**src/rtl/spi_pkg.sv**
```systemverilog
// ---------------------------------------------------------------------------
// spi_pkg
// Shared types for the configurable SPI master:
//   spi_state_e : transfer FSM states (idle, lead-in, bit transfer, trail-out)
//   spi_mode_t  : per-transfer mode captured when a request is accepted
// No ports; imported by spi_master_cfg.
// ---------------------------------------------------------------------------
package spi_pkg;

  typedef enum logic [1:0] {
    S_IDLE  = 2'd0,
    S_LEAD  = 2'd1,
    S_XFER  = 2'd2,
    S_TRAIL = 2'd3
  } spi_state_e;

  typedef struct packed {
    logic cpol;
    logic cpha;
    logic lsb_first;
  } spi_mode_t;

endpackage

```
**src/rtl/spi_tick_div.sv**
```systemverilog
// ---------------------------------------------------------------------------
// spi_tick_div
// Half-period tick generator: tick is high on every DIV-th cycle counted from
// the last clear, then the count wraps.
// Ports:
//   clk  : clock (rising edge)
//   rst  : synchronous active-high reset
//   clr  : synchronous clear, holds the count at zero while high
//   tick : high in the last cycle of each DIV-cycle half-period
// ---------------------------------------------------------------------------
module spi_tick_div #(
  parameter int DIV = 5
) (
  input  logic clk,
  input  logic rst,
  input  logic clr,
  output logic tick
);

  localparam int CW = (DIV > 1) ? $clog2(DIV) : 1;
  localparam logic [CW-1:0] LAST = CW'(DIV - 1);

  logic [CW-1:0] cnt_q, cnt_d;

  assign tick = (cnt_q == LAST);

  always_comb begin
    cnt_d = cnt_q + 1'b1;
    if (clr || tick) cnt_d = '0;
  end

  always_ff @(posedge clk) begin
    if (rst) cnt_q <= '0;
    else     cnt_q <= cnt_d;
  end

endmodule

```
**src/rtl/spi_master_cfg.sv**
```systemverilog
// ---------------------------------------------------------------------------
// spi_master_cfg
// Single-word SPI master with per-transfer mode (cpol/cpha/bit order) and
// slave select. A transfer is a lead-in half-period, 2N SCLK edges and a
// trail-out half-period; the received word is presented with a one-cycle
// arrived pulse when the block returns to idle.
//
// Optional feature: define SPI_LOOPBACK_EN to add a 'loopback' input; when it
// is 1 at accept, the master samples its own MOSI and keeps all CS_n high.
//
// Ports:
//   Clock, Reset        : clock and synchronous active-high reset
//   send / ready        : start request / idle indication
//   data, cs_sel        : transmit word and slave index, captured on accept
//   cpol, cpha,
//   lsb_first           : transfer mode, captured on accept
//   loopback            : (SPI_LOOPBACK_EN only) internal MOSI->MISO path
//   arrived, dataO      : completion pulse and received word
//   SCLK, MOSI, MISO    : serial interface
//   CS_n                : active-low chip selects
// ---------------------------------------------------------------------------
module spi_master_cfg
  import spi_pkg::*;
#(
  parameter int N   = 8,
  parameter int DIV = 5,
  parameter int NCS = 1
) (
  input  logic                                   Clock,
  input  logic                                   Reset,
  input  logic                                   send,
  output logic                                   ready,
  input  logic [N-1:0]                           data,
  input  logic [((NCS > 1) ? $clog2(NCS) : 1)-1:0] cs_sel,
  input  logic                                   cpol,
  input  logic                                   cpha,
  input  logic                                   lsb_first,
`ifdef SPI_LOOPBACK_EN
  input  logic                                   loopback,
`endif
  output logic                                   arrived,
  output logic [N-1:0]                           dataO,
  output logic                                   SCLK,
  output logic                                   MOSI,
  input  logic                                   MISO,
  output logic [NCS-1:0]                         CS_n
);

  generate
    if (N < 2) begin : g_bad_n
      $error("spi_master_cfg: N must be >= 2");
    end
    if (DIV < 1) begin : g_bad_div
      $error("spi_master_cfg: DIV must be >= 1");
    end
    if (NCS < 1) begin : g_bad_ncs
      $error("spi_master_cfg: NCS must be >= 1");
    end
  endgenerate

  localparam int EW = $clog2(2 * N + 1);
  localparam logic [EW-1:0] LAST_EDGE = EW'(2 * N - 1);

  // Current output bit of a word in the selected order.
  function automatic logic head_bit(input logic [N-1:0] v, input logic lsb);
    return lsb ? v[0] : v[N-1];
  endfunction

  // Drop the current output bit, filling with zero.
  function automatic logic [N-1:0] shift_out(input logic [N-1:0] v, input logic lsb);
    return lsb ? {1'b0, v[N-1:1]} : {v[N-2:0], 1'b0};
  endfunction

  // Insert a received bit so the first one ends at the first-transmitted end.
  function automatic logic [N-1:0] shift_in(input logic [N-1:0] v, input logic b,
                                             input logic lsb);
    return lsb ? {b, v[N-1:1]} : {v[N-2:0], b};
  endfunction

  spi_state_e      state_q, state_d;
  spi_mode_t       mode_q, mode_d;
  logic            lb_q, lb_d;
  logic [NCS-1:0]  cs_q, cs_d;
  logic            sclk_q, sclk_d;
  logic            mosi_q, mosi_d;
  logic [EW-1:0]   edge_cnt_q, edge_cnt_d;
  logic [N-1:0]    tx_q, tx_d;
  logic [N-1:0]    rx_q, rx_d;
  logic [N-1:0]    dout_q, dout_d;
  logic            arrived_q, arrived_d;

  logic            lb_in;
  logic            tick;
  logic            miso_eff;
  logic            leading;
  logic            sample_now;

`ifdef SPI_LOOPBACK_EN
  assign lb_in = loopback;
`else
  assign lb_in = 1'b0;
`endif

  // The divider free-runs during a transfer; it is held clear in idle so the
  // first tick lands exactly DIV cycles after lead-in entry, and each state
  // change coincides with a wrap, so later states also start at zero.
  spi_tick_div #(.DIV(DIV)) u_tick_div (
    .clk  (Clock),
    .rst  (Reset),
    .clr  (state_q == S_IDLE),
    .tick (tick)
  );

  assign miso_eff   = lb_q ? mosi_q : MISO;
  // Edges are numbered from 1; odd (leading) edges have an even count so far.
  assign leading    = ~edge_cnt_q[0];
  // cpha=0 samples on leading edges, cpha=1 on trailing edges.
  assign sample_now = leading ^ mode_q.cpha;

  always_comb begin
    state_d    = state_q;
    mode_d     = mode_q;
    lb_d       = lb_q;
    cs_d       = cs_q;
    sclk_d     = sclk_q;
    mosi_d     = mosi_q;
    edge_cnt_d = edge_cnt_q;
    tx_d       = tx_q;
    rx_d       = rx_q;
    dout_d     = dout_q;
    arrived_d  = 1'b0;

    case (state_q)
      S_IDLE: begin
        if (send) begin
          mode_d.cpol      = cpol;
          mode_d.cpha      = cpha;
          mode_d.lsb_first = lsb_first;
          lb_d             = lb_in;
          // Out-of-range selects leave every line high (dummy transfer).
          cs_d = '1;
          for (int i = 0; i < NCS; i++) begin
            if (!lb_in && (int'(cs_sel) == i)) cs_d[i] = 1'b0;
          end
          sclk_d     = cpol;
          edge_cnt_d = '0;
          rx_d       = '0;
          // cpha=0 presents the first bit immediately; cpha=1 waits for the
          // first leading edge to shift it out.
          if (cpha) begin
            mosi_d = 1'b0;
            tx_d   = data;
          end else begin
            mosi_d = head_bit(data, lsb_first);
            tx_d   = shift_out(data, lsb_first);
          end
          state_d = S_LEAD;
        end
      end

      S_LEAD, S_XFER: begin
        if (tick) begin
          sclk_d     = ~sclk_q;
          edge_cnt_d = edge_cnt_q + 1'b1;
          if (sample_now) begin
            rx_d = shift_in(rx_q, miso_eff, mode_q.lsb_first);
          end else begin
            mosi_d = head_bit(tx_q, mode_q.lsb_first);
            tx_d   = shift_out(tx_q, mode_q.lsb_first);
          end
          if (state_q == S_LEAD)             state_d = S_XFER;
          else if (edge_cnt_q == LAST_EDGE)  state_d = S_TRAIL;
        end
      end

      S_TRAIL: begin
        if (tick) begin
          state_d   = S_IDLE;
          cs_d      = '1;
          mosi_d    = 1'b0;
          dout_d    = rx_q;
          arrived_d = 1'b1;
        end
      end

      default: state_d = S_IDLE;
    endcase
  end

  // Control and output registers
  always_ff @(posedge Clock) begin
    if (Reset) begin
      state_q    <= S_IDLE;
      mode_q     <= '0;
      lb_q       <= 1'b0;
      cs_q       <= '1;
      sclk_q     <= 1'b0;
      mosi_q     <= 1'b0;
      edge_cnt_q <= '0;
      dout_q     <= '0;
      arrived_q  <= 1'b0;
    end else begin
      state_q    <= state_d;
      mode_q     <= mode_d;
      lb_q       <= lb_d;
      cs_q       <= cs_d;
      sclk_q     <= sclk_d;
      mosi_q     <= mosi_d;
      edge_cnt_q <= edge_cnt_d;
      dout_q     <= dout_d;
      arrived_q  <= arrived_d;
    end
  end

  // Shift registers: reloaded on every accept, no reset needed
  always_ff @(posedge Clock) begin
    tx_q <= tx_d;
    rx_q <= rx_d;
  end

  assign ready   = (state_q == S_IDLE) && !Reset;
  assign arrived = arrived_q;
  assign dataO   = dout_q;
  assign SCLK    = sclk_q;
  assign MOSI    = mosi_q;
  assign CS_n    = cs_q;

endmodule

```
**config.mk**
```make
export PLATFORM = sky130hd
export DESIGN_NAME = spi_master_cfg
export DESIGN_NICKNAME = d
export VERILOG_FILES = /design/src/rtl/spi_pkg.sv /design/src/rtl/spi_tick_div.sv /design/src/rtl/spi_master_cfg.sv
export SDC_FILE = /design/constraint.sdc
export NUM_CORES = 1
export LEC_CHECK = 0
export BUFFER_PORTS_ARGS = -buffer_cell sky130_fd_sc_hd__buf_2
export CORE_ASPECT_RATIO = 1.5
export CORE_UTILIZATION = 25
export DETAILED_ROUTE_END_ITERATION = 10
export PLACE_DENSITY_LB_ADDON = 0.1
export SYNTH_ARGS = -nofsm -noshare
export SYNTH_HDL_FRONTEND = slang
export SYNTH_SLANG_ARGS = --single-unit
```
**constraint.sdc**
```tcl
create_clock -name Clock -period 3.3 [get_ports Clock]
set_clock_uncertainty 0.1 [all_clocks]
set_input_delay 0.33 -clock Clock [delete_from_list [all_inputs] [get_ports Clock]]
set_output_delay 0.33 -clock Clock [all_outputs]
set_load 0.02 [all_outputs]
```
; ---- Word-level counts from Yosys, hierarchy flattened
; Cells that the tools add are included.
; W data, S select, Z words.
[totals]
reg_bits = 40
wordCells = 83
[op_classes]
add_sub_neg = 2
n_eq_ne = 11
n_mux = 37
n_bitwise = 4
reduce_logical = 17
[op_table]
columns = op, n
row1 = $mux W8, 10
row2 = $pmux W8 S2, 2
row3 = $reduce_and A4 Y1, 4
row4 = $mux W1, 13
row5 = $mux W2, 5
row6 = $mux W5, 2
row7 = $pmux W5 S2, 1
row8 = $ne A2 B2 Y1 const B, 3
row9 = $pmux W2 S3, 1
row10 = $reduce_and A3 Y1, 2
row11 = $reduce_or A2 Y1, 3
row12 = $add A5 B1 Y5 const B, 1
row13 = $eq A5 B4 Y1 const B, 1
row14 = $eq A2 B2 Y1 const B, 2
row15 = $ne A2 B1 Y1 const B, 2
row16 = $pmux W1 S2, 2
row17 = $reduce_and A2 Y1, 2
row18 = $reduce_bool A2 Y1, 2
row19 = $add A3 B1 Y3 const B, 1
row20 = $eq A3 B3 Y1 const B, 1
row21 = $ne A3 B3 Y1 const B, 1
row22 = $not A1 Y1, 3
row23 = $pmux W1 S3, 1
row24 = $eq A2 B1 Y1 const B, 1
row25 = other kinds (5), 5

; ---- Longest topological paths before layout
[depth]
ltp_word = 5
mapped_depth = 7

; ---- Cells and area by module
; A second synthesis with hierarchy kept.
[hier_totals]
cells_unflattened = 219
hier_area_um2 = 2134.5
[modules_own_cells]
columns = mod, n_inst, cells_each, area_each_um2, seq_area_each_um2
row1 = spi_master_cfg, 1, 206, 1989.4, 900.9
row2 = spi_tick_div, 1, 13, 145.1, 60.1

; ---- Least setup slack after synthesis
; OpenSTA, ideal clock, no wires.
[synth_path]
path_type = flip-flop to flip-flop
from = register state_q[1]
to = register rx_q[0], enable pin
t_arrival_ns = 1.655
required_ns = 2.825
slack_ns = 1.169
stages_incl_launch_ff = 6
synth_period_minus_slack_ns = 2.131
cell_sequence = dfxtp_1 > inv_1 > ha_1 > mux2i_2 > a21oi_4 > a21boi_1
[synth_between]
elab_chain_len = 4
elab_cells_between_ends = 9
cone_classes = eq/ne (5) / reduce/logical (4)
[synth_rtl]
columns = item, line
row1 = start: declaration, spi_master_cfg.sv:80  ; spi_state_e state_q, state_d;
row2 = start signal: assignment, spi_master_cfg.sv:203  ; state_q <= state_d;
row3 = $eq A2 B1 Y1 or $eq A2 B2 Y1 (tied branches), spi_master_cfg.sv:133  ; case (state_q)
row4 = $reduce_or A2 Y1, spi_master_cfg.sv:133
row5 = "$ne A2 B2 Y1 (no source line), or another cell as far along", -
row6 = $reduce_and A4 Y1 (no source line) *, -
row7 = end signal: assignment, spi_master_cfg.sv:218  ; rx_q <= rx_d;
row8 = end: declaration, spi_master_cfg.sv:88  ; logic [N-1:0] rx_q, rx_d;
; Mark *: on every way between the ends. The rest lies on a longest branch, timed or not.
; A chain may end at the register's enable or synchronous reset.

; ---- Worst setup path after layout
[layout_path]
from = register state_q[1]
to = register rx_q[6], enable pin
; The elaborated chain is that of the path after synthesis.

==> impl_metrics.prom <==
# TYPE chip_impl_metric gauge
chip_impl_metric{name="timing.final.ws_setup",unit="ns"} 0.554
chip_impl_metric{name="place_worst_setup_slack",unit="ns"} 0.529
chip_impl_metric{name="clk_latency",unit="ns"} 0.28
chip_impl_metric{name="remaining_drc_errors",unit=""} 0
chip_impl_metric{name="vias",unit=""} 1569
chip_impl_metric{name="io_buffer_count",unit=""} 28
chip_impl_metric{name="pin_count_of_the_biggest_net_entering_global_routing",unit=""} 29
chip_impl_metric{name="post_synthesis_instance_area",unit="mm²"} 0.00213
chip_impl_metric{name="synth_enable_flop_cells",unit=""} 16
chip_impl_metric{name="post-cts-setup-buffers",unit=""} 0
chip_impl_metric{name="critical_path_peak_fanout",unit=""} 14
chip_impl_metric{name="max_freq",unit="GHz"} 0.364
chip_impl_info{name="hold_path_startpoint",value="cs_sel"} 1
chip_impl_metric{name="vert_die_dim",unit="µm"} 115
chip_impl_info{name="area_leader_netlist",value="sky130_fd_sc_hd__dfxtp_1"} 1
chip_impl_metric{name="post_synth_mux_area_share",unit="%"} 11.4
chip_impl_metric{name="detail_route.vias_per_cell",unit=""} 4.51
chip_impl_info{name="ys_top_cells_by_area",value="sky130_fd_sc_hd__dfxtp_1 23%, sky130_fd_sc_hd__edfxtp_1 23%, sky130_fd_sc_hd__mux2i_1 11%"} 1
chip_impl_metric{name="hold_path_depth",unit=""} 3
chip_impl_info{name="worstHoldEndpoint",value="CS_n"} 1
chip_impl_metric{name="post_cts_resize_count",unit=""} 0
chip_impl_metric{name="detailedRoute.firstPassIterationCount",unit=""} 4
chip_impl_metric{name="max-vdd-ir-drop",unit="mV"} 0.240
chip_impl_metric{name="postRouteWirelength",unit="µm"} 4870
chip_impl_metric{name="htree_num_levels",unit=""} 2
chip_impl_info{name="critical_path.reg2reg.endpoint",value="rx_q[6]"} 1
chip_impl_metric{name="start_util",unit="%"} 26.1
chip_impl_metric{name="placed_cells",unit=""} 340
chip_impl_info{name="tritoncts",value="yes"} 1
chip_impl_metric{name="grt_overflow",unit=""} 0
chip_impl_metric{name="final_core_util",unit="%"} 30.4
chip_impl_metric{name="grt_usage",unit="%"} 12.3
chip_impl_info{name="outcome",value="finished, final reports clean"} 1
chip_impl_info{name="reg2reg_from",value="state_q[1]"} 1
chip_impl_metric{name="drt_first_iter_violations",unit=""} 53
chip_impl_metric{name="post_synthesis_share_of_cell_area_spent_on_full_adders_half_adders_and_majority_gates",unit="%"} 4.69
chip_impl_metric{name="timing.slew.headroom",unit="%"} 38.7
chip_impl_metric{name="final-max-slew-violation-count",unit=""} 0
chip_impl_metric{name="worstMarginPinSlew",unit="ns"} 0.918
chip_impl_metric{name="core",unit="mm²"} 0.00816
chip_impl_metric{name="synth-xor-area-share",unit="%"} 1.23
chip_impl_metric{name="report.power.total",unit="mW"} 1.36
chip_impl_metric{name="reg2reg_setup_slack",unit="ns"} 0.55
chip_impl_metric{name="cts_buffer_depth",unit=""} 2
chip_impl_metric{name="hold_violations",unit=""} 0
chip_impl_metric{name="power-per-cell-area",unit="mW/mm²"} 548
chip_impl_metric{name="worst-r2r-cell-count",unit=""} 5
chip_impl_metric{name="ys_warn_count",unit=""} 0
chip_impl_metric{name="required_time_of_the_critical_path",unit="ns"} 3.11
chip_impl_metric{name="io_pins",unit=""} 29
chip_impl_info{name="synth_top_family_by_area",value="simple AND/OR/NAND/NOR gates"} 1
chip_impl_metric{name="ant_nets",unit=""} 0
chip_impl_metric{name="place.detailed.hpwl",unit="µm"} 3590
chip_impl_metric{name="power_leakage",unit="nW"} 0.929
chip_impl_metric{name="tritoncts.num_buffers",unit=""} 5
chip_impl_metric{name="synth-compound-area-share",unit="%"} 15.7
chip_impl_metric{name="gp_congestion",unit=""} 0.675
chip_impl_metric{name="synth_top_area_share",unit="%"} 22.5
chip_impl_metric{name="fp.dieArea",unit="mm²"} 0.00891
chip_impl_metric{name="die-width",unit="µm"} 77.4
chip_impl_metric{name="first_global_vias",unit=""} 1589
chip_impl_info{name="crit_path_launch_type",value="flip-flop"} 1
chip_impl_metric{name="async_flop_share",unit="%"} 0
chip_impl_metric{name="yosys_register_bits",unit=""} 40
chip_impl_metric{name="post_synthesis_sequential_area_ratio",unit="%"} 45.1
chip_impl_metric{name="grt_pass1_wl",unit="µm"} 8330
chip_impl_metric{name="max_cap_viol_count",unit=""} 0
chip_impl_metric{name="clkSlewWorstSetupHoldPaths",unit="ns"} 0.05
chip_impl_metric{name="post_route_cells_drive_above_1_share",unit="%"} 17.7
chip_impl_metric{name="min_tclk_post_route",unit="ns"} 2.75
chip_impl_metric{name="tns_setup",unit="ns"} 0
chip_impl_metric{name="insertedDiodeCount",unit=""} 0
chip_impl_metric{name="per_instance_average_area_after_synthesis",unit="µm²"} 9.74
chip_impl_metric{name="wire_per_inst",unit="µm"} 14.0
chip_impl_metric{name="fp-row-count",unit=""} 40
chip_impl_info{name="clock-root-buffer",value="sky130_fd_sc_hd__clkbuf_16"} 1
chip_impl_metric{name="netlist-cell-type-count",unit=""} 42
chip_impl_metric{name="grt_antenna_before_repair",unit=""} 0
chip_impl_metric{name="synth_nets",unit=""} 243
chip_impl_metric{name="setup_violations_final",unit=""} 0
chip_impl_metric{name="min_period_over_period",unit="%"} 83.2
chip_impl_metric{name="synth_cells",unit=""} 219
chip_impl_metric{name="cp.arrival",unit="ns"} 2.56
chip_impl_metric{name="final_cell_count_no_fill",unit=""} 348
chip_impl_info{name="worstHoldPathType",value="in -> reg"} 1
chip_impl_info{name="worst_setup_path_end_kind",value="flip-flop"} 1
chip_impl_metric{name="synth_simple_gate_area_share",unit="%"} 17.5
chip_impl_metric{name="area_delta_synth_final",unit="%"} 16.5
chip_impl_info{name="dominant_register_cell_in_the_synthesized_netlist",value="sky130_fd_sc_hd__dfxtp_1"} 1
chip_impl_info{name="criticalPathCategory",value="reg -> reg"} 1
chip_impl_metric{name="tritoncts_num_sinks",unit=""} 40
chip_impl_info{name="grt_setup_unrepaired",value="no"} 1
chip_impl_metric{name="finalNetCount",unit=""} 266
chip_impl_metric{name="number_of_buffers_inserted_for_hold_repair_after_clock_tree_synthesis",unit=""} 0
[cells in the final DEF, fill, tap and decap left out, drive strengths merged, types with 2 or more instances in the layout]
cell	count
nor4b	2
nand3	5
nand2	23
edfxtp	16
a21boi	3
and3	3
clkbuf	8
a21oi	24
ha	8
nand2b	3
xnor2	3
nor2	20
dfxtp	24
mux2i	24
nor2b	8
nor3	4
a211oi	10
or2	2
a221oi	2
nor4	3
o21ai	2
buf	29
inv	8
[metrics by stage]
step           cell area, µm²  hold WS [ns]
6_report                 2480         0.208
5_1_grt                  2480         0.268
4_1_cts                  2480         0.199
3_5_place_dp             2350         0.346
3_3_place_gp             2350         0.343
2_1_floorplan            2130         0.308
[state kept, by name, indices dropped and copies added, names as in the netlist]
| name | count |
|---|---|
| MOSI | 1 |
| dataO | 8 |
| state_q | 2 |
| SCLK | 1 |
| tx_q | 8 |
| u_tick_div.cnt_q | 3 |
| edge_cnt_q | 5 |
| arrived | 1 |
| rx_q | 8 |
| CS_n | 1 |
| mode_q | 2 |
[cell usage after synthesis (5+ instances only)]
library cell               instances
sky130_fd_sc_hd__a211oi_1          8
sky130_fd_sc_hd__a21oi_1          22
sky130_fd_sc_hd__buf_2             6
sky130_fd_sc_hd__clkbuf_1          5
sky130_fd_sc_hd__dfxtp_1          24
sky130_fd_sc_hd__edfxtp_1         16
sky130_fd_sc_hd__ha_1              8
sky130_fd_sc_hd__inv_1             8
sky130_fd_sc_hd__mux2i_1          23
sky130_fd_sc_hd__nand2_1          22
sky130_fd_sc_hd__nand3_1           5
sky130_fd_sc_hd__nor2_1           20
sky130_fd_sc_hd__nor2b_1           8
[report_power, final]
group | total [mW] | switching [mW] | leakage (nW) | internal [mW]
Combinational | 0.263 | 0.156 | 0.515 | 0.107
Clock | 0.470 | 0.188 | 0.0652 | 0.281
Sequential | 0.629 | 0.0433 | 0.349 | 0.586
Total | 1.36 | 0.388 | 0.929 | 0.974
[cells by family after synthesis]
| group | count (synthesis) |
|---|---|
| buffers and inverters | 21 |
| and+or+nand+nor | 75 |
| xor gates and xnor gates | 3 |
| muxes | 24 |
| DFF | 40 |
| adders and majority gates | 8 |
| AOI/OAI and AO/OA | 48 |
[final cells by class]
cell class / instances / area, µm²
clock buffers: 8 / 136
flip-flops and latches: 40 / 961
multi-input cells: 158 / 1080
inverters: 8 / 30.0
fillers: 872 / 5670
well taps: 105 / 131
repair buffers: 29 / 148
[how the worst max path moves through the flow]
stage / slack (ns) / end / start
6_report: 0.55 / rx_q[6] / state_q[1]
5_1_grt: 0.28 / rx_q[3] / state_q[1]
4_1_cts: 0.51 / rx_q[6] / state_q[1]
3_5_place_dp: 0.53 / rx_q[4] / state_q[1]
3_3_place_gp: 0.59 / tx_q[2] / state_q[1]
2_1_floorplan: 1.17 / rx_q[0] / state_q[1]
[worst max-delay path, cell delays in order (launching register included)]
cell,delay [ns]
sky130_fd_sc_hd__dfxtp_1,0.40
sky130_fd_sc_hd__inv_1,0.09
sky130_fd_sc_hd__ha_1,0.58
sky130_fd_sc_hd__mux2i_2,0.23
sky130_fd_sc_hd__a21oi_4,0.28
sky130_fd_sc_hd__a21boi_1,0.69
[routing by layer]
layer | global-route usage (%) | part of all wire, % | vias up
li1 | - | - | 829
met1 | 14.1 | 46 | 707
met2 | 21.4 | 49 | 27
met3 | 3.33 | 3.2 | 6
met4 | 5.28 | 1.9 | 0
met5 | 0 | 0 | -
No activity file was read; power rests on OpenSTA's default activity.
